### config.mk
export PLATFORM = sky130hd
export DESIGN_NAME = mux_arbiter_2to1_flat
export DESIGN_NICKNAME = d
export VERILOG_FILES = /design/src/rtl/mux_arbiter_2to1_pkg.sv /design/src/rtl/mux_arbiter_2to1_if.sv /design/src/rtl/mux_arbiter_2to1_hold_counter.sv /design/src/rtl/mux_arbiter_2to1.sv /design/src/flat_wrapper.sv
export SDC_FILE = /design/constraint.sdc
export NUM_CORES = 1
export LEC_CHECK = 0
export CAP_MARGIN = 20
export CORE_MARGIN = 2
export CORE_UTILIZATION = 54
export DETAILED_ROUTE_END_ITERATION = 12
export PLACE_DENSITY = 0.77
export SYNTH_ARGS = -nofsm -noshare
export SYNTH_HDL_FRONTEND = slang
export SYNTH_SLANG_ARGS = --single-unit
### constraint.sdc
create_clock -name clk -period 3.1 [get_ports clk]
set_clock_uncertainty 0.2 [all_clocks]
set_input_delay 0.62 -clock clk [delete_from_list [all_inputs] [get_ports clk]]
set_output_delay 0.62 -clock clk [all_outputs]
set_load 0.05 [all_outputs]
### src/rtl/mux_arbiter_2to1_pkg.sv
`default_nettype none
// ============================================================================
//  Module   : mux_arbiter_2to1_pkg
//  Purpose  : Shared definitions for the 2:1 mux round-robin arbiter.
//             Holds the FSM state encoding and the default parameter values.
//  Ports    : none (package)
//  Revision : 1.0 - initial release
// ============================================================================
package mux_arbiter_2to1_pkg;

    // Arbiter FSM encoding. The grant states are one-hot so that a grant
    // decode is a single bit.
    typedef enum logic [1:0] {
        ST_IDLE = 2'b00,
        ST_G0   = 2'b01,
        ST_G1   = 2'b10
    } state_t;

    localparam int HOLD_MAX_DEFAULT = 8;
    localparam int CNT_W_DEFAULT    = 4;

endpackage
`default_nettype wire

### src/rtl/mux_arbiter_2to1_if.sv
`default_nettype none
// ============================================================================
//  Module   : mux_arbiter_2to1_if
//  Purpose  : Request/grant handshake bundle between the two requesters and
//             the arbiter, plus the mux select it drives.
//  Signals  : req0, req1          - level requests from requester 0 / 1
//             gnt0, gnt1          - registered one-hot grants
//             sel                 - registered MUX_2to1 select (0=In0, 1=In1)
//             busy                - a grant is active
//             preempt             - one-cycle pulse on a hold-limit handover
//  Modports : master - requester side (drives requests)
//             slave  - arbiter side (drives grants and select)
//  Revision : 1.0 - initial release
// ============================================================================
interface mux_arbiter_2to1_if;

    logic req0;
    logic req1;
    logic gnt0;
    logic gnt1;
    logic sel;
    logic busy;
    logic preempt;

    modport master (
        output req0,
        output req1,
        input  gnt0,
        input  gnt1,
        input  sel,
        input  busy,
        input  preempt
    );

    modport slave (
        input  req0,
        input  req1,
        output gnt0,
        output gnt1,
        output sel,
        output busy,
        output preempt
    );

endinterface
`default_nettype wire

### src/rtl/mux_arbiter_2to1_hold_counter.sv
`default_nettype none
// ============================================================================
//  Module   : mux_hold_counter
//  Purpose  : Saturating hold counter for the arbiter. Counts cycles a grant
//             has been held and flags when the hold limit has been reached.
//  Ports    : clk    - system clock
//             rst_n  - synchronous active-low reset
//             clear  - restart count at 0 (grant entry)
//             enable - advance count by one (grant held)
//             expire - registered flag, high when count == HOLD_MAX-1
//  Revision : 1.0 - initial release
// ============================================================================
module mux_hold_counter #(
    parameter int CNT_W    = 4,
    parameter int HOLD_MAX = 8
) (
    input  logic clk,
    input  logic rst_n,
    input  logic clear,
    input  logic enable,
    output logic expire
);

    localparam logic [CNT_W-1:0] c_cnt_max  = CNT_W'(HOLD_MAX - 1);
    // With HOLD_MAX=1 the limit is already reached at count 0.
    localparam logic             c_exp_zero = (HOLD_MAX == 1);

    logic [CNT_W-1:0] r_cnt;
    logic             r_expire;
    logic [CNT_W-1:0] w_cnt_inc;

    assign w_cnt_inc = r_cnt + 1'b1;

    always_ff @(posedge clk) begin
        if (!rst_n) begin
            r_cnt    <= '0;
            r_expire <= c_exp_zero;
        end else if (clear) begin
            r_cnt    <= '0;
            r_expire <= c_exp_zero;
        end else if (enable && (r_cnt != c_cnt_max)) begin
            // Flag is computed from the next count so it lines up with r_cnt.
            r_cnt    <= w_cnt_inc;
            r_expire <= (w_cnt_inc == c_cnt_max);
        end
    end

    assign expire = r_expire;

endmodule
`default_nettype wire

### src/rtl/mux_arbiter_2to1.sv
`default_nettype none
// ============================================================================
//  Module   : mux_arbiter_2to1
//  Purpose  : Round-robin arbiter sharing one MUX_2to1 between two requesters.
//             Issues registered one-hot grants, drives the mux select and
//             forces a handover after HOLD_MAX cycles under contention.
//  Ports    : clk   - system clock
//             rst_n - synchronous active-low reset
//             bus   - handshake bundle (slave modport): req0/req1 in,
//                     gnt0/gnt1/sel/busy/preempt out (all registered)
//  Revision : 1.0 - initial release
// ============================================================================
module mux_arbiter_2to1
    import mux_arbiter_2to1_pkg::*;
#(
    parameter int HOLD_MAX = HOLD_MAX_DEFAULT,
    parameter int CNT_W    = CNT_W_DEFAULT
) (
    input  logic                clk,
    input  logic                rst_n,
    mux_arbiter_2to1_if.slave   bus
);

    state_t r_state;
    state_t w_next;
    logic   w_preempt;
    logic   w_clear;
    logic   w_enable;
    logic   w_expire;

    logic   r_last;      // side served most recently (1 after reset => req0 wins first tie)
    logic   r_gnt0;
    logic   r_gnt1;
    logic   r_sel;
    logic   r_busy;
    logic   r_preempt;

    mux_hold_counter #(
        .CNT_W    (CNT_W),
        .HOLD_MAX (HOLD_MAX)
    ) u_hold_counter (
        .clk    (clk),
        .rst_n  (rst_n),
        .clear  (w_clear),
        .enable (w_enable),
        .expire (w_expire)
    );

    // Next-state logic. A voluntary release takes priority over the hold
    // limit, so the waiting side is granted without a dead IDLE cycle.
    always_comb begin
        w_next    = r_state;
        w_preempt = 1'b0;
        case (r_state)
            ST_IDLE: begin
                if (bus.req0 && bus.req1)
                    w_next = r_last ? ST_G0 : ST_G1;
                else if (bus.req0)
                    w_next = ST_G0;
                else if (bus.req1)
                    w_next = ST_G1;
            end
            ST_G0: begin
                if (!bus.req0 && bus.req1)
                    w_next = ST_G1;
                else if (!bus.req0)
                    w_next = ST_IDLE;
                else if (bus.req1 && w_expire) begin
                    w_next    = ST_G1;
                    w_preempt = 1'b1;
                end
            end
            ST_G1: begin
                if (!bus.req1 && bus.req0)
                    w_next = ST_G0;
                else if (!bus.req1)
                    w_next = ST_IDLE;
                else if (bus.req0 && w_expire) begin
                    w_next    = ST_G0;
                    w_preempt = 1'b1;
                end
            end
            default: w_next = ST_IDLE;
        endcase

        // Counter restarts on every grant entry and advances while held.
        w_clear  = ((w_next == ST_G0) && (r_state != ST_G0)) ||
                   ((w_next == ST_G1) && (r_state != ST_G1));
        w_enable = (r_state != ST_IDLE) && (w_next == r_state);
    end

    // State and output registers. Outputs are derived from w_next so they
    // change on the same edge as the state.
    always_ff @(posedge clk) begin
        if (!rst_n) begin
            r_state   <= ST_IDLE;
            r_gnt0    <= 1'b0;
            r_gnt1    <= 1'b0;
            r_sel     <= 1'b0;
            r_busy    <= 1'b0;
            r_preempt <= 1'b0;
            r_last    <= 1'b1;
        end else begin
            r_state   <= w_next;
            r_gnt0    <= (w_next == ST_G0);
            r_gnt1    <= (w_next == ST_G1);
            r_busy    <= (w_next != ST_IDLE);
            r_preempt <= w_preempt;
            // Sel and Last hold through IDLE so the mux output stays stable.
            if (w_next == ST_G0) begin
                r_sel  <= 1'b0;
                r_last <= 1'b0;
            end else if (w_next == ST_G1) begin
                r_sel  <= 1'b1;
                r_last <= 1'b1;
            end
        end
    end

    assign bus.gnt0    = r_gnt0;
    assign bus.gnt1    = r_gnt1;
    assign bus.sel     = r_sel;
    assign bus.busy    = r_busy;
    assign bus.preempt = r_preempt;

endmodule
`default_nettype wire

### src/flat_wrapper.sv
// flat-port wrapper written by rule: the top's interface ports become plain ports
module mux_arbiter_2to1_flat import mux_arbiter_2to1_pkg::*;
#(
    parameter int HOLD_MAX = HOLD_MAX_DEFAULT,
    parameter int CNT_W    = CNT_W_DEFAULT
)
  (clk, rst_n, bus_req0, bus_req1, bus_gnt0, bus_gnt1, bus_sel, bus_busy, bus_preempt);
  mux_arbiter_2to1_if bus_i ();
  input  logic clk;
  input  logic rst_n;
  input wire logic [$bits(bus_i.req0)-1:0] bus_req0;
  input wire logic [$bits(bus_i.req1)-1:0] bus_req1;
  output wire logic [$bits(bus_i.gnt0)-1:0] bus_gnt0;
  output wire logic [$bits(bus_i.gnt1)-1:0] bus_gnt1;
  output wire logic [$bits(bus_i.sel)-1:0] bus_sel;
  output wire logic [$bits(bus_i.busy)-1:0] bus_busy;
  output wire logic [$bits(bus_i.preempt)-1:0] bus_preempt;
  assign bus_i.req0 = bus_req0;
  assign bus_i.req1 = bus_req1;
  assign bus_gnt0 = bus_i.gnt0;
  assign bus_gnt1 = bus_i.gnt1;
  assign bus_sel = bus_i.sel;
  assign bus_busy = bus_i.busy;
  assign bus_preempt = bus_i.preempt;
  mux_arbiter_2to1 #(.HOLD_MAX(HOLD_MAX), .CNT_W(CNT_W)) u_core (.clk(clk), .rst_n(rst_n), .bus(bus_i));
endmodule
Yosys cells after proc, flatten, opt, wreduce, memory -nomap -nowiden
Index checks and enable logic that the tools add are counted.
{"block": "op_classes", "mux": 20, "addsub": 1, "bitwise": 1, "n_reduce_logical": 18, "n_eq_ne": 9}
{"operator": "$mux W2", "count": 10}
{"operator": "$logic_and A1 B1 Y1", "count": 9}
{"operator": "$mux W1", "count": 8}
{"operator": "$pmux W2 S3", "count": 1}
{"operator": "$reduce_bool A2 Y1", "count": 3}
{"operator": "$add A4 B1 Y4 const B", "count": 1}
{"operator": "$eq A2 B1 Y1 const B", "count": 2}
{"operator": "$eq A2 B2 Y1 const B", "count": 2}
{"operator": "$eq A4 B3 Y1 const B", "count": 1}
{"operator": "$ne A4 B3 Y1 const B", "count": 1}
{"operator": "$reduce_or A2 Y1", "count": 2}
{"operator": "$eq A2 B2 Y1", "count": 1}
{"operator": "$logic_not A1 Y1", "count": 2}
{"operator": "$logic_not A2 Y1", "count": 1}
{"operator": "$ne A2 B1 Y1 const B", "count": 1}
{"operator": "$ne A2 B2 Y1 const B", "count": 1}
{"operator": "$pmux W1 S2", "count": 1}
{"operator": "$logic_or A1 B1 Y1", "count": 1}
{"operator": "$not A1 Y1", "count": 1}
{"block": "word_totals", "regBits": 13, "input_bits": 4, "word_cells": 58}

Logic depth before layout (Yosys ltp)
Gate-level depths: netlist of run 1.
{"block": "depth", "word_depth": 9, "depth_mapped": 13, "depth_no_buf": 13}

Hierarchy
From an unflattened synthesis of run 1, not the netlist that was laid out.
{"block": "hier_totals", "hier_cells": 95, "hier_area_um2": 833.3}
{"module": "mux_arbiter_2to1", "cells_each": 64, "seq_area_each_um2": 160.2, "n_inst": 1, "area_per_inst_um2": 559.3}
{"module": "mux_hold_counter", "cells_each": 31, "seq_area_each_um2": 100.1, "n_inst": 1, "area_per_inst_um2": 274.0}

Worst setup path before layout of run 1
No wires, ideal clock.
{"block": "synth_path", "path_kind": "register to register", "startpoint": "register u_core.r_state[0]", "endpoint": "register u_core.u_hold_counter.r_cnt[2]", "arrival_time_ns": 2.142, "setup_ns": 0.116, "stages_incl_launch_ff": 13, "period_less_slack_ns": 2.457, "path_slack_ns": 0.643, "cell_sequence": "dfxtp_1 inv_1 ha_1 a32o_1 a211oi_1 nor2_1 inv_1 ha_1 nand2b_1 and3_1 nand2_1 a31oi_1 a31o_1"}
{"block": "synth_via", "word_cells_on_any_way": 25}
{"item": "start, declared", "line": "mux_arbiter_2to1.sv:24", "rtl": "state_t r_state;"}
{"item": "start signal, assigned", "line": "mux_arbiter_2to1.sv:104", "rtl": "r_state <= w_next;"}
{"item": "$eq A2 B2 Y1 (tied with other cells)", "line": "mux_arbiter_2to1.sv:54", "rtl": "case (r_state)"}
{"item": "$pmux W2 S3 *", "line": "mux_arbiter_2to1.sv:54"}
{"item": "named net u_core.w_next[1]", "line": "mux_arbiter_2to1.sv:25", "rtl": "state_t w_next;"}
{"item": "$eq A2 B1 Y1 or $eq A2 B2 Y1 (tied branches)", "line": "mux_arbiter_2to1.sv:87, mux_arbiter_2to1.sv:88"}
{"item": "$logic_and A1 B1 Y1 (on tied branches)", "line": "mux_arbiter_2to1.sv:87, mux_arbiter_2to1.sv:88"}
{"item": "$logic_or A1 B1 Y1", "line": "mux_arbiter_2to1.sv:87", "rtl": "w_clear = ((w_next == ST_G0) && (r_state != ST_G0)) ||"}
{"item": "$reduce_or A2 Y1 (no line)"}
{"item": "end signal, assigned", "line": "mux_arbiter_2to1_hold_counter.sv:43", "rtl": "r_cnt <= w_cnt_inc;"}
{"item": "end, declared", "line": "mux_arbiter_2to1_hold_counter.sv:28", "rtl": "logic [CNT_W-1:0] r_cnt;"}
The timed path passes the listed nets; every way through them passes the cells marked *.
A chain may end at the register's enable or synchronous reset.

Worst setup path in the final report of run 1
{"block": "layout_path", "startpoint": "input bus_req1", "endpoint": "register u_core.u_hold_counter.r_cnt[2]"}
{"block": "layout_via", "elab_chain_len": 9, "word_cells_on_any_way": 23}
{"item": "start, declared", "line": "flat_wrapper.sv:12", "rtl": "input wire logic [$bits(bus_i.req1)-1:0] bus_req1;"}
{"item": "$logic_and A1 B1 Y1", "line": "mux_arbiter_2to1.sv:68", "rtl": "else if (bus.req1 && w_expire) begin"}
{"item": "$mux W2", "line": "mux_arbiter_2to1.sv:68"}
{"item": "$mux W2", "line": "mux_arbiter_2to1.sv:66", "rtl": "else if (!bus.req0)"}
{"item": "$mux W2", "line": "mux_arbiter_2to1.sv:64", "rtl": "if (!bus.req0 && bus.req1)"}
{"item": "$pmux W2 S3 *", "line": "mux_arbiter_2to1.sv:54"}
{"item": "named net u_core.w_next[0]", "line": "mux_arbiter_2to1.sv:25"}
{"item": "$eq A2 B1 Y1 or $eq A2 B2 Y1 (tied branches)", "line": "mux_arbiter_2to1.sv:87, mux_arbiter_2to1.sv:88"}
{"item": "$logic_and A1 B1 Y1 (on tied branches)", "line": "mux_arbiter_2to1.sv:87, mux_arbiter_2to1.sv:88"}
{"item": "$logic_or A1 B1 Y1", "line": "mux_arbiter_2to1.sv:87"}
{"item": "$reduce_or A2 Y1 (no line)"}
Marks and branches as above.

==> impl_metrics.csv, run 1 <==
group,metric,value,unit
logic_synthesis,synth_seq_area_share,0.314,
clock_tree,clk_pin_slew_worst_paths,80,ps
clock_tree,cts.sinks,13,
power_and_ir_drop,power_density,597,nW/µm²
setup_path,endpoint_kind,"flop",
timing,fin_crit_sh,0.920,
detailed_routing,vias,718,
clock_tree,cts_hold_buf,0,
run,max_cap_violations,0,
floorplan,die_w,43.2,µm
detailed_routing,wl_per_cell,12.4,µm
timing,worst_pin_slew,497,ps
logic_synthesis,synth_compound_area_frac,0.178,
power_and_ir_drop,vdd.ir_drop.worst,0.000390,V
setup_path,endpoint,"u_core.u_hold_counter.r_cnt[2]$_SDFFE_PP0P_",
floorplan,num_rows,14,
logic_synthesis,synthAdderAreaFrac,0.136,
detailed_routing,routed_wl,1600,µm
detailed_routing,ant_nets,0,
setup_path,reg2reg_depth,12,
clock_tree,clock_latency,280,ps
logic_synthesis,synth_top_area_share,0.314,
power_and_ir_drop,power_leakage,0.393,nW
global_route,grt_pass1_wl,2770,µm
global_route,grt_usage,0.195,
cells_and_area,fin_cells,129,
setup_path,rrSetupSlack,370,ps
global_route,antenna_found_initial,0,
logic_synthesis,synth_cell_types,32,
cells_and_area,antenna_cells,0,
place,portBuffers,8,
logic_synthesis,synthMuxAreaShare,0.0241,
timing,hold_violations,0,
clock_tree,cts-root-buf,"clkbuf_4",
global_route,grt_pass1_vias,679,
place,hpwl,1250,µm
clock_tree,cts_setup_buffers,0,
setup_path,worstReg2RegEnd,"u_core.u_hold_counter.r_cnt[2]$_SDFFE_PP0P_",
logic_synthesis,synth.largest_area_cell,"dfxtp_1",
timing,fin_crit,2850,ps
timing,fmax,351,MHz
min_path,hold_path.class,"reg2reg",
logic_synthesis,syn_inst,98,
setup_path,crit_fanout,9,
global_route,grt_max_degree,11,
timing,rsz0062_at_grt,"false",
setup_path,setup.worst_path.start_class,"input port",
logic_synthesis,synth-simple-area-share,0.291,
floorplan,die_area,1870,µm²
cells_and_area,fillers,139,
timing,slew_headroom,0.667,
logic_synthesis,synth_top_family_by_area,"simple AND/OR/NAND/NOR gates",
setup_path,criticalPathCategory,"in2reg",
floorplan,die_h,43.2,µm
clock_tree,tritoncts,"done",
logic_synthesis,synth.cell_area,830,µm²
clock_tree,clock_path_buffers,2,
setup_path,cp.required,3120,ps
global_route,gr-total-overflow,0,
cells_and_area,nets,127,
setup_path,startpoint,"bus_req1",
floorplan,start_util,0.564,
logic_synthesis,yosysWarnings,0,
clock_tree,htree_num_levels,1,
logic_synthesis,syn_nets,111,
clock_tree,cts_buffers,3,
setup_path,arrival,2870,ps
place,gp_congestion,0.912,
clock_tree,cts_resized,0,
cells_and_area,syn2layout_area_growth,17.9,%
detailed_routing,vias_per_cell,5.57,
logic_synthesis,ys_ff_latch,13,
floorplan,core_area,1470,µm²
floorplan,ios,9,
detailed_routing,drc,0,
timing,tns,0,ps
timing,report.final.slew_viol_count,0,
timing,final-setup-viol-count,0,
logic_synthesis,avgSynthCellArea,8.46,µm²
logic_synthesis,synth_xor_area_frac,0.0211,
setup_path,r2r_start,"u_core.r_state[0]$_SDFF_PN0_",
cells_and_area,drive_above_1_share,0.106,
logic_synthesis,synth.area.top_cells,"dfxtp_1 (31%), ha_1 (14%), nand2_1 (5.9%), nor2_1 (3.2%), a21oi_1 (3.0%)",
status,status,"complete, no violations",
place,dp.cells,125,
detailed_routing,firstDrtPassIters,5,
detailed_routing,drtIter0Drc,18,
==> cell usage after synthesis <==
cell,number
and3_4,1
a32o_1,2
a211oi_1,1
a21boi_0,1
nor3_1,1
o21ai_1,1
nand4_1,1
a211oi_2,1
or4_4,2
a221oi_1,1
dfxtp_1,13
o21ai_0,4
a31o_1,1
and2_1,4
inv_1,6
xnor2_1,1
mux2i_1,2
a21oi_1,5
ha_1,9
nor2_1,7
nor2b_1,3
a31oi_1,1
nand2_1,13
nand3_1,5
nand2b_1,4
and3_1,2
buf_4,1
xor2_1,1
o311a_1,1
nor3b_1,1
o311ai_2,1
nand3b_1,1
==> cell usage in the layout, fill, tap and decap left out, types with 2 or more instances in the layout <==
cell type | netlist | layout
or4_4 | 2 | 2
mux2i_1 | 2 | 2
nor2_1 | 7 | 7
nand3_1 | 5 | 5
a21oi_1 | 5 | 5
buf_4 | 1 | 4
clkbuf_4 | 0 | 3
and3_1 | 2 | 2
o21ai_0 | 4 | 4
inv_1 | 6 | 6
and2_1 | 4 | 4
dfxtp_1 | 13 | 13
clkdlybuf4s50_1 | 0 | 8
nor2b_1 | 3 | 3
nand2_1 | 13 | 13
ha_1 | 9 | 9
nand2b_1 | 4 | 4
a32o_1 | 2 | 2
==> stage by stage <==
step / hold WS, ps / util / total power, mW / setup slack [ps] / instance area, µm²
CTS: 307 / 0.665 / 0.588 / 287 / 978
finish: 302 / 0.665 / 0.584 / 247 / 978
global placement: 288 / 0.647 / 0.472 / 36.3 / 952
global route: 337 / 0.665 / 0.626 / 31.7 / 978
floorplan: 268 / - / 0.399 / 643 / 830
detailed placement: 293 / 0.647 / 0.479 / 16.3 / 952
==> state kept, by name, summed over array words and instances, names as in the netlist <==
register / cells
u_core.u_hold_counter.r_cnt: 4
u_core.bus.busy: 1
u_core.r_last: 1
u_core.r_state: 2
u_core.u_hold_counter.expire: 1
u_core.bus.gnt1: 1
u_core.bus.gnt0: 1
u_core.bus.sel: 1
u_core.bus.preempt: 1
==> worst max-delay path, cell delays in order <==
cell	delay [ps]
clkdlybuf4s50_1	530
nand2_1	150
a32o_1	220
nand2_1	60
a21oi_1	290
inv_1	120
ha_1	230
nand2b_1	90
and3_1	240
nand2_1	70
a31oi_1	150
a31o_1	110
==> report_power, final <==
part / switching [mW] / internal [mW]
clock: 0.0580 / 0.0499
sequential: 0.0205 / 0.189
combinational: 0.152 / 0.116
==> routing by layer <==
| layer | track usage | vias up | wire, µm |
|---|---|---|---|
| met5 | 0 | - | 0 |
| met4 | 0.0848 | 0 | 9 |
| met3 | 0.0468 | 2 | 70 |
| met2 | 0.307 | 20 | 750 |
| met1 | 0.249 | 321 | 770 |
| li1 | - | 375 | - |
==> cell families (layout without fill, tap and decap cells) <==
kind of cell	after synthesis	after routing
multiplexers	2	2
flip-flops	13	13
AO/OA/AOI/OAI	20	20
buffers and inverters	7	22
adder cells (fa/ha/maj)	9	9
AND/OR/NAND/NOR	45	45
XOR/XNOR	2	2
==> how the worst min path moves through the flow <==
stage                                                      from                                           to  slack, ps  cells after the start
floorplan                            u_core.r_last$_SDFFE_PN1P_                   u_core.r_last$_SDFFE_PN1P_        270                      2
global placement                    u_core.bus.sel$_SDFFE_PP0N_                  u_core.bus.sel$_SDFFE_PP0N_        290                      2
detailed placement                  u_core.bus.sel$_SDFFE_PP0N_                  u_core.bus.sel$_SDFFE_PP0N_        290                      2
CTS                                 u_core.bus.sel$_SDFFE_PP0N_                  u_core.bus.sel$_SDFFE_PP0N_        310                      2
global route        u_core.u_hold_counter.r_cnt[3]$_SDFFE_PP0P_  u_core.u_hold_counter.r_cnt[3]$_SDFFE_PP0P_        340                      2
finish                              u_core.bus.sel$_SDFFE_PP0N_                  u_core.bus.sel$_SDFFE_PP0N_        300                      2
==> area by class of cell <==
| type | count | area [µm²] | area share |
|---|---|---|---|
| multi-input combinational | 78 | 539 | 0.551 |
| sequential | 13 | 260 | 0.266 |
| inverter | 6 | 22.5 | 0.0230 |
| timing repair buffer | 12 | 110 | 0.113 |
| clock buffer | 4 | 26.3 | 0.0269 |
| tap | 16 | 20.0 | 0.0205 |
Power figures use the tool's default switching activity.
==> inputs of run 2 (changes only) <==
--- a/config.mk
+++ b/config.mk
@@ -6,7 +6,7 @@
 export NUM_CORES = 1
 export LEC_CHECK = 0
 export CAP_MARGIN = 20
-export CORE_MARGIN = 2
+export CORE_MARGIN = 5
 export CORE_UTILIZATION = 54
 export DETAILED_ROUTE_END_ITERATION = 12
 export PLACE_DENSITY = 0.77
==> run 2 against run 1 <==
Effect of this change: die area grew 30%; non-clock buffer count down 1; maximum frequency increased by 0.10%; hold slack worse by 7.0 ps; global-route usage shrank 4.6 points; design area down 0.77%; critical path depth unchanged; total power shrank 1.4%; via count increased by 2.1%; setup slack gained 3.0 ps; largest power group unchanged.
==> impl_metrics.csv, run 2 (synthesis gave the netlist of run 1 again) <==
group,metric,value,unit
status,status,"complete, no violations",
cells_and_area,regMostFlops,"u_core.u_hold_counter.r_cnt",
detailed_routing,wl_per_cell,12.8,µm
timing,rsz0062_at_grt,"false",
clock_tree,cts.sinks,13,
cells_and_area,largest_reg_flops,4,
timing,hold_violations,0,
timing,fin_crit,2850,ps
clock_tree,cts_setup_buffers,0,
floorplan,start_util,0.557,
clock_tree,htree_num_levels,1,
cells_and_area,fillers,117,
floorplan,core_area,1490,µm²
cells_and_area,multi_input_area,539,µm²
timing,worst_pin_slew,505,ps
global_route,grt_usage,0.149,
cells_and_area,final_cell_mix,"nand2_1 (13), dfxtp_1 (13), ha_1 (9), clkdlybuf4s50_1 (8), nor2_1 (7)",
timing,report.final.slew_viol_count,0,
setup_path,reg2reg_depth,12,
setup_path,worstReg2RegEnd,"u_core.u_hold_counter.r_cnt[2]$_SDFFE_PP0P_",
setup_path,r2r_start,"u_core.r_state[0]$_SDFF_PN0_",
setup_path,startpoint,"bus_req1",
timing,fmax,351,MHz
clock_tree,clk_pin_slew_worst_paths,70,ps
global_route,grt_max_degree,11,
floorplan,die_area,2420,µm²
cells_and_area,drive_above_1_share,0.0982,
setup_path,crit_path_max_incr_delay,610,ps
floorplan,die_w,49.2,µm
detailed_routing,vias_per_cell,5.73,
detailed_routing,drc,0,
setup_path,criticalPathCategory,"in2reg",
global_route,gr-total-overflow,0,
setup_path,endpoint,"u_core.u_hold_counter.r_cnt[2]$_SDFFE_PP0P_",
setup_path,cp_cell_sequence,"clkdlybuf4s50_1 -> o21ai_0 -> a21oi_1 -> a211oi_1 -> nor2_1 -> inv_1 -> ha_1 -> nand2b_1 -> and3_1 -> nand2_1 -> a31oi_1 -> a31o_1",
detailed_routing,ant_nets,0,
cells_and_area,fin_cells,128,
run,max_cap_violations,0,
power_and_ir_drop,power_leakage,0.388,nW
clock_tree,cts_buffers,3,
detailed_routing,firstDrtPassIters,4,
detailed_routing,routed_wl,1640,µm
timing,final-setup-viol-count,0,
setup_path,setup.worst_path.start_class,"input port",
setup_path,crit_fanout,9,
cells_and_area,syn2layout_area_growth,17.0,%
floorplan,ios,9,
setup_path,rrSetupSlack,340,ps
timing,tns,0,ps
power_and_ir_drop,vdd.ir_drop.worst,0.000345,V
clock_tree,tritoncts,"done",
global_route,grt_pass1_wl,2860,µm
timing,slew_headroom,0.662,
floorplan,die_h,49.2,µm
min_path,hold_path.class,"reg2reg",
cells_and_area,nets,126,
global_route,grt_pass1_vias,669,
detailed_routing,vias,733,
setup_path,worst_path_max_delay_cell,"clkdlybuf4s50_1",
place,gp_congestion,0.838,
clock_tree,clock_path_buffers,2,
clock_tree,cts_resized,0,
clock_tree,clock_latency,280,ps
cells_and_area,largestRegisters,"u_core.u_hold_counter.r_cnt (4), u_core.r_state (2)",
clock_tree,cts_hold_buf,0,
cells_and_area,regArea,260,µm²
setup_path,arrival,2870,ps
place,hpwl,1280,µm
setup_path,endpoint_kind,"flop",
detailed_routing,drtIter0Drc,24,
place,portBuffers,8,
timing,fin_crit_sh,0.919,
clock_tree,cts-root-buf,"clkbuf_4",
cells_and_area,antenna_cells,0,
place,dp.cells,124,
power_and_ir_drop,power_density,594,nW/µm²
floorplan,num_rows,14,
setup_path,cp.required,3120,ps
global_route,antenna_found_initial,0,
==> run 2: cell types whose count changed in the layout (fill, tap and decap cells not counted), sizes merged <==
cell,delta
buf,-1
==> run 2: worst min path at each step <==
stage / end / cells after the start / start
after floorplan: u_core.r_last$_SDFFE_PN1P_ / 2 / u_core.r_last$_SDFFE_PN1P_
after global placement: u_core.bus.sel$_SDFFE_PP0N_ / 2 / u_core.bus.sel$_SDFFE_PP0N_
after detailed placement: u_core.bus.sel$_SDFFE_PP0N_ / 2 / u_core.bus.sel$_SDFFE_PP0N_
after CTS: u_core.bus.sel$_SDFFE_PP0N_ / 2 / u_core.bus.sel$_SDFFE_PP0N_
after global routing: u_core.bus.sel$_SDFFE_PP0N_ / 2 / u_core.bus.sel$_SDFFE_PP0N_
final: u_core.bus.sel$_SDFFE_PP0N_ / 2 / u_core.bus.sel$_SDFFE_PP0N_
==> run 2: metrics by stage <==
step / hold slack (ps) / instance area (µm²) / setup WS (ps) / util / total power, mW
after CTS: 301 / 971 / 261 / 0.652 / 0.582
after global routing: 329 / 971 / 64.4 / 0.652 / 0.627
after global placement: 286 / 945 / 41.8 / 0.634 / 0.466
final: 295 / 971 / 250 / 0.652 / 0.576
after floorplan: 268 / 830 / 643 / - / 0.399
after detailed placement: 293 / 945 / -19.7 / 0.634 / 0.475
==> run 2: metal layers <==
layer | GRT usage | wire (µm)
met5 | 0 | 0
met3 | 0.0520 | 78
met4 | 0.0673 | 27
met2 | 0.247 | 798
met1 | 0.169 | 730
==> run 2: final cells by class <==
class	count	share of cell area
multi-input combinational	78	0.555
sequential	13	0.268
timing repair buffer	11	0.106
clock buffer	4	0.0271
inverter	6	0.0232
tap	16	0.0206
==> run 2: critical path, delay by kind of cell <==
| family | cells | cell delay [ps] |
|---|---|---|
| buffers and inverters | 2 | 710 |
| adders and majority gates | 1 | 200 |
| AOI/OAI and AO/OA | 5 | 710 |
| and+or+nand+nor | 4 | 620 |
==> run 2: report_power, final <==
part | total (mW) | internal (mW) | switching (mW)
registers | 0.207 | 0.189 | 0.0183
clock network | 0.105 | 0.0499 | 0.0551
logic | 0.264 | 0.112 | 0.152
total | 0.576 | 0.351 | 0.226
==> inputs of run 3 (changes only) <==
--- a/config.mk
+++ b/config.mk
@@ -9,7 +9,7 @@
 export CORE_MARGIN = 5
 export CORE_UTILIZATION = 54
 export DETAILED_ROUTE_END_ITERATION = 12
-export PLACE_DENSITY = 0.77
+export PLACE_DENSITY = 0.84
 export SYNTH_ARGS = -nofsm -noshare
 export SYNTH_HDL_FRONTEND = slang
 export SYNTH_SLANG_ARGS = --single-unit
==> run 3 against run 2 <==
Effect of this change: register-to-register slack better by 100 ps; core utilization did not move; critical path type unchanged; die area is the same; final cell count did not move; clock-buffer cell count unchanged; largest cell class unchanged; first-iteration DRC count down 33%; global-route usage grew 0.18 points; flip-flop and latch count did not move.
==> impl_metrics.csv, run 3 (synthesis gave the netlist of run 1 again) <==
group,metric,value,unit
detailed_routing,firstDrtPassIters,6,
global_route,grt_pass1_wl,2930,µm
cells_and_area,utilization,0.652,
timing,fmax,360,MHz
detailed_routing,drtIter0Drc,16,
setup_path,criticalPathCategory,"in2reg",
run,max_cap_violations,0,
timing,rsz0062_at_grt,"false",
place,portBuffers,8,
detailed_routing,vias,701,
setup_path,cp_cell_sequence,"clkdlybuf4s50_1 -> nand2_1 -> a32o_1 -> a211oi_1 -> nor2_1 -> inv_1 -> ha_1 -> nand2b_1 -> and3_1 -> nand2_1 -> a31oi_1 -> a31o_1",
timing,hold_violations,0,
cells_and_area,largestRegisters,"u_core.u_hold_counter.r_cnt (4), u_core.r_state (2)",
clock_tree,tritoncts,"done",
clock_tree,cts_setup_buffers,0,
timing,slew_headroom,0.666,
global_route,antenna_found_initial,0,
detailed_routing,vias_per_cell,5.48,
setup_path,arrival,2760,ps
detailed_routing,wl_per_cell,12.7,µm
min_path,hold_path.class,"reg2reg",
floorplan,num_rows,14,
clock_tree,clock_path_buffers,2,
setup_path,crit_path_max_incr_delay,590,ps
timing,tns,0,ps
cells_and_area,fillers,115,
clock_tree,htree_num_levels,1,
floorplan,core_area,1490,µm²
setup_path,worst_path_max_delay_cell,"clkdlybuf4s50_1",
timing,whs,296,ps
clock_tree,clock_latency,280,ps
timing,fin_crit_sh,0.897,
floorplan,start_util,0.557,
timing,worst_pin_slew,500,ps
setup_path,cp.required,3080,ps
clock_tree,clk_pin_slew_worst_paths,80,ps
floorplan,ios,9,
global_route,gr-total-overflow,0,
timing,final-setup-viol-count,0,
status,status,"complete, no violations",
power_and_ir_drop,power_density,595,nW/µm²
clock_tree,cts_resized,0,
clock_tree,cts_buffers,3,
clock_tree,cts_hold_buf,0,
cells_and_area,nets,126,
setup_path,crit_family,"compound AO/OA/AOI/OAI gates",
detailed_routing,ant_nets,0,
floorplan,die_area,2420,µm²
power_and_ir_drop,power_leakage,0.388,nW
floorplan,die_w,49.2,µm
detailed_routing,routed_wl,1620,µm
cells_and_area,regMostFlops,"u_core.u_hold_counter.r_cnt",
setup_path,path_common_cell,"nand2_1",
cells_and_area,largest_reg_flops,4,
cells_and_area,drive_above_1_share,0.0982,
global_route,grt_max_degree,11,
setup_path,setup.worst_path.start_class,"input port",
setup_path,crit_fanout,7,
cells_and_area,final_cell_mix,"nand2_1 (13), dfxtp_1 (13), ha_1 (9), clkdlybuf4s50_1 (8), nor2_1 (7)",
timing,fin_crit,2780,ps
clock_tree,cts-root-buf,"clkbuf_4",
floorplan,die_h,49.2,µm
global_route,grt_pass1_vias,686,
setup_path,worst-path-buf-inv,2,
global_route,grt_usage,0.151,
place,hpwl,1290,µm
power_and_ir_drop,vdd.ir_drop.worst,0.000375,V
setup_path,endpoint_kind,"flop",
place,gp_congestion,0.826,
cells_and_area,syn2layout_area_growth,17.0,%
timing,report.final.slew_viol_count,0,
clock_tree,cts.sinks,13,
detailed_routing,drc,0,
cells_and_area,antenna_cells,0,
## run 3: power breakdown
| group | leakage, nW | total, mW | switching, mW | internal (mW) |
|---|---|---|---|---|
| registers | 0.106 | 0.208 | 0.0186 | 0.189 |
| logic | 0.267 | 0.265 | 0.152 | 0.112 |
| clock network | 0.0150 | 0.105 | 0.0555 | 0.0500 |
| total | 0.388 | 0.578 | 0.226 | 0.351 |
## run 3: metrics by stage
step           std cells  total power [mW]  instance area, µm²  worst slack [ps]
6_report             128             0.578                 971               320
3_5_place_dp         124             0.475                 945              31.0
2_1_floorplan         98             0.399                 830               643
4_1_cts              128             0.580                 971               330
3_3_place_gp         124             0.469                 945              99.3
5_1_grt              128             0.625                 971               118
## run 3: final timing paths
check	start	endpoint	slack, ps	cells past startpoint
worst max-delay path	bus_req0	u_core.u_hold_counter.r_cnt[2]$_SDFFE_PP0P_	320	12
worst min-delay path	u_core.bus.sel$_SDFFE_PP0N_	u_core.bus.sel$_SDFFE_PP0N_	300	2
worst max register to register	u_core.r_state[0]$_SDFF_PN0_	u_core.u_hold_counter.r_cnt[2]$_SDFFE_PP0P_	440	12
worst min register to register	u_core.bus.sel$_SDFFE_PP0N_	u_core.bus.sel$_SDFFE_PP0N_	300	2
## run 3: layout make-up
cell class / instances / area (µm²) / area share
well taps: 16 / 20.0 / 0.0206
multi-input cells: 78 / 539 / 0.555
repair buffers: 11 / 103 / 0.106
clock buffers: 4 / 26.3 / 0.0271
flip-flops and latches: 13 / 260 / 0.268
inverters: 6 / 22.5 / 0.0232
## run 3: tightest hold or removal path, cell delays in order, from the launching register on
cell and delay, ps:
dfxtp_1 310, nor2_1 90, nor3b_1 50
## run 3: routing by layer
| layer | vias to the layer above | GRT usage | part of all wire |
|---|---|---|---|
| met1 | 312 | 0.180 | 0.46 |
| met2 | 9 | 0.245 | 0.48 |
| met5 | - | 0 | 0 |
| met3 | 5 | 0.0459 | 0.041 |
| met4 | 0 | 0.0673 | 0.021 |
| li1 | 375 | - | - |
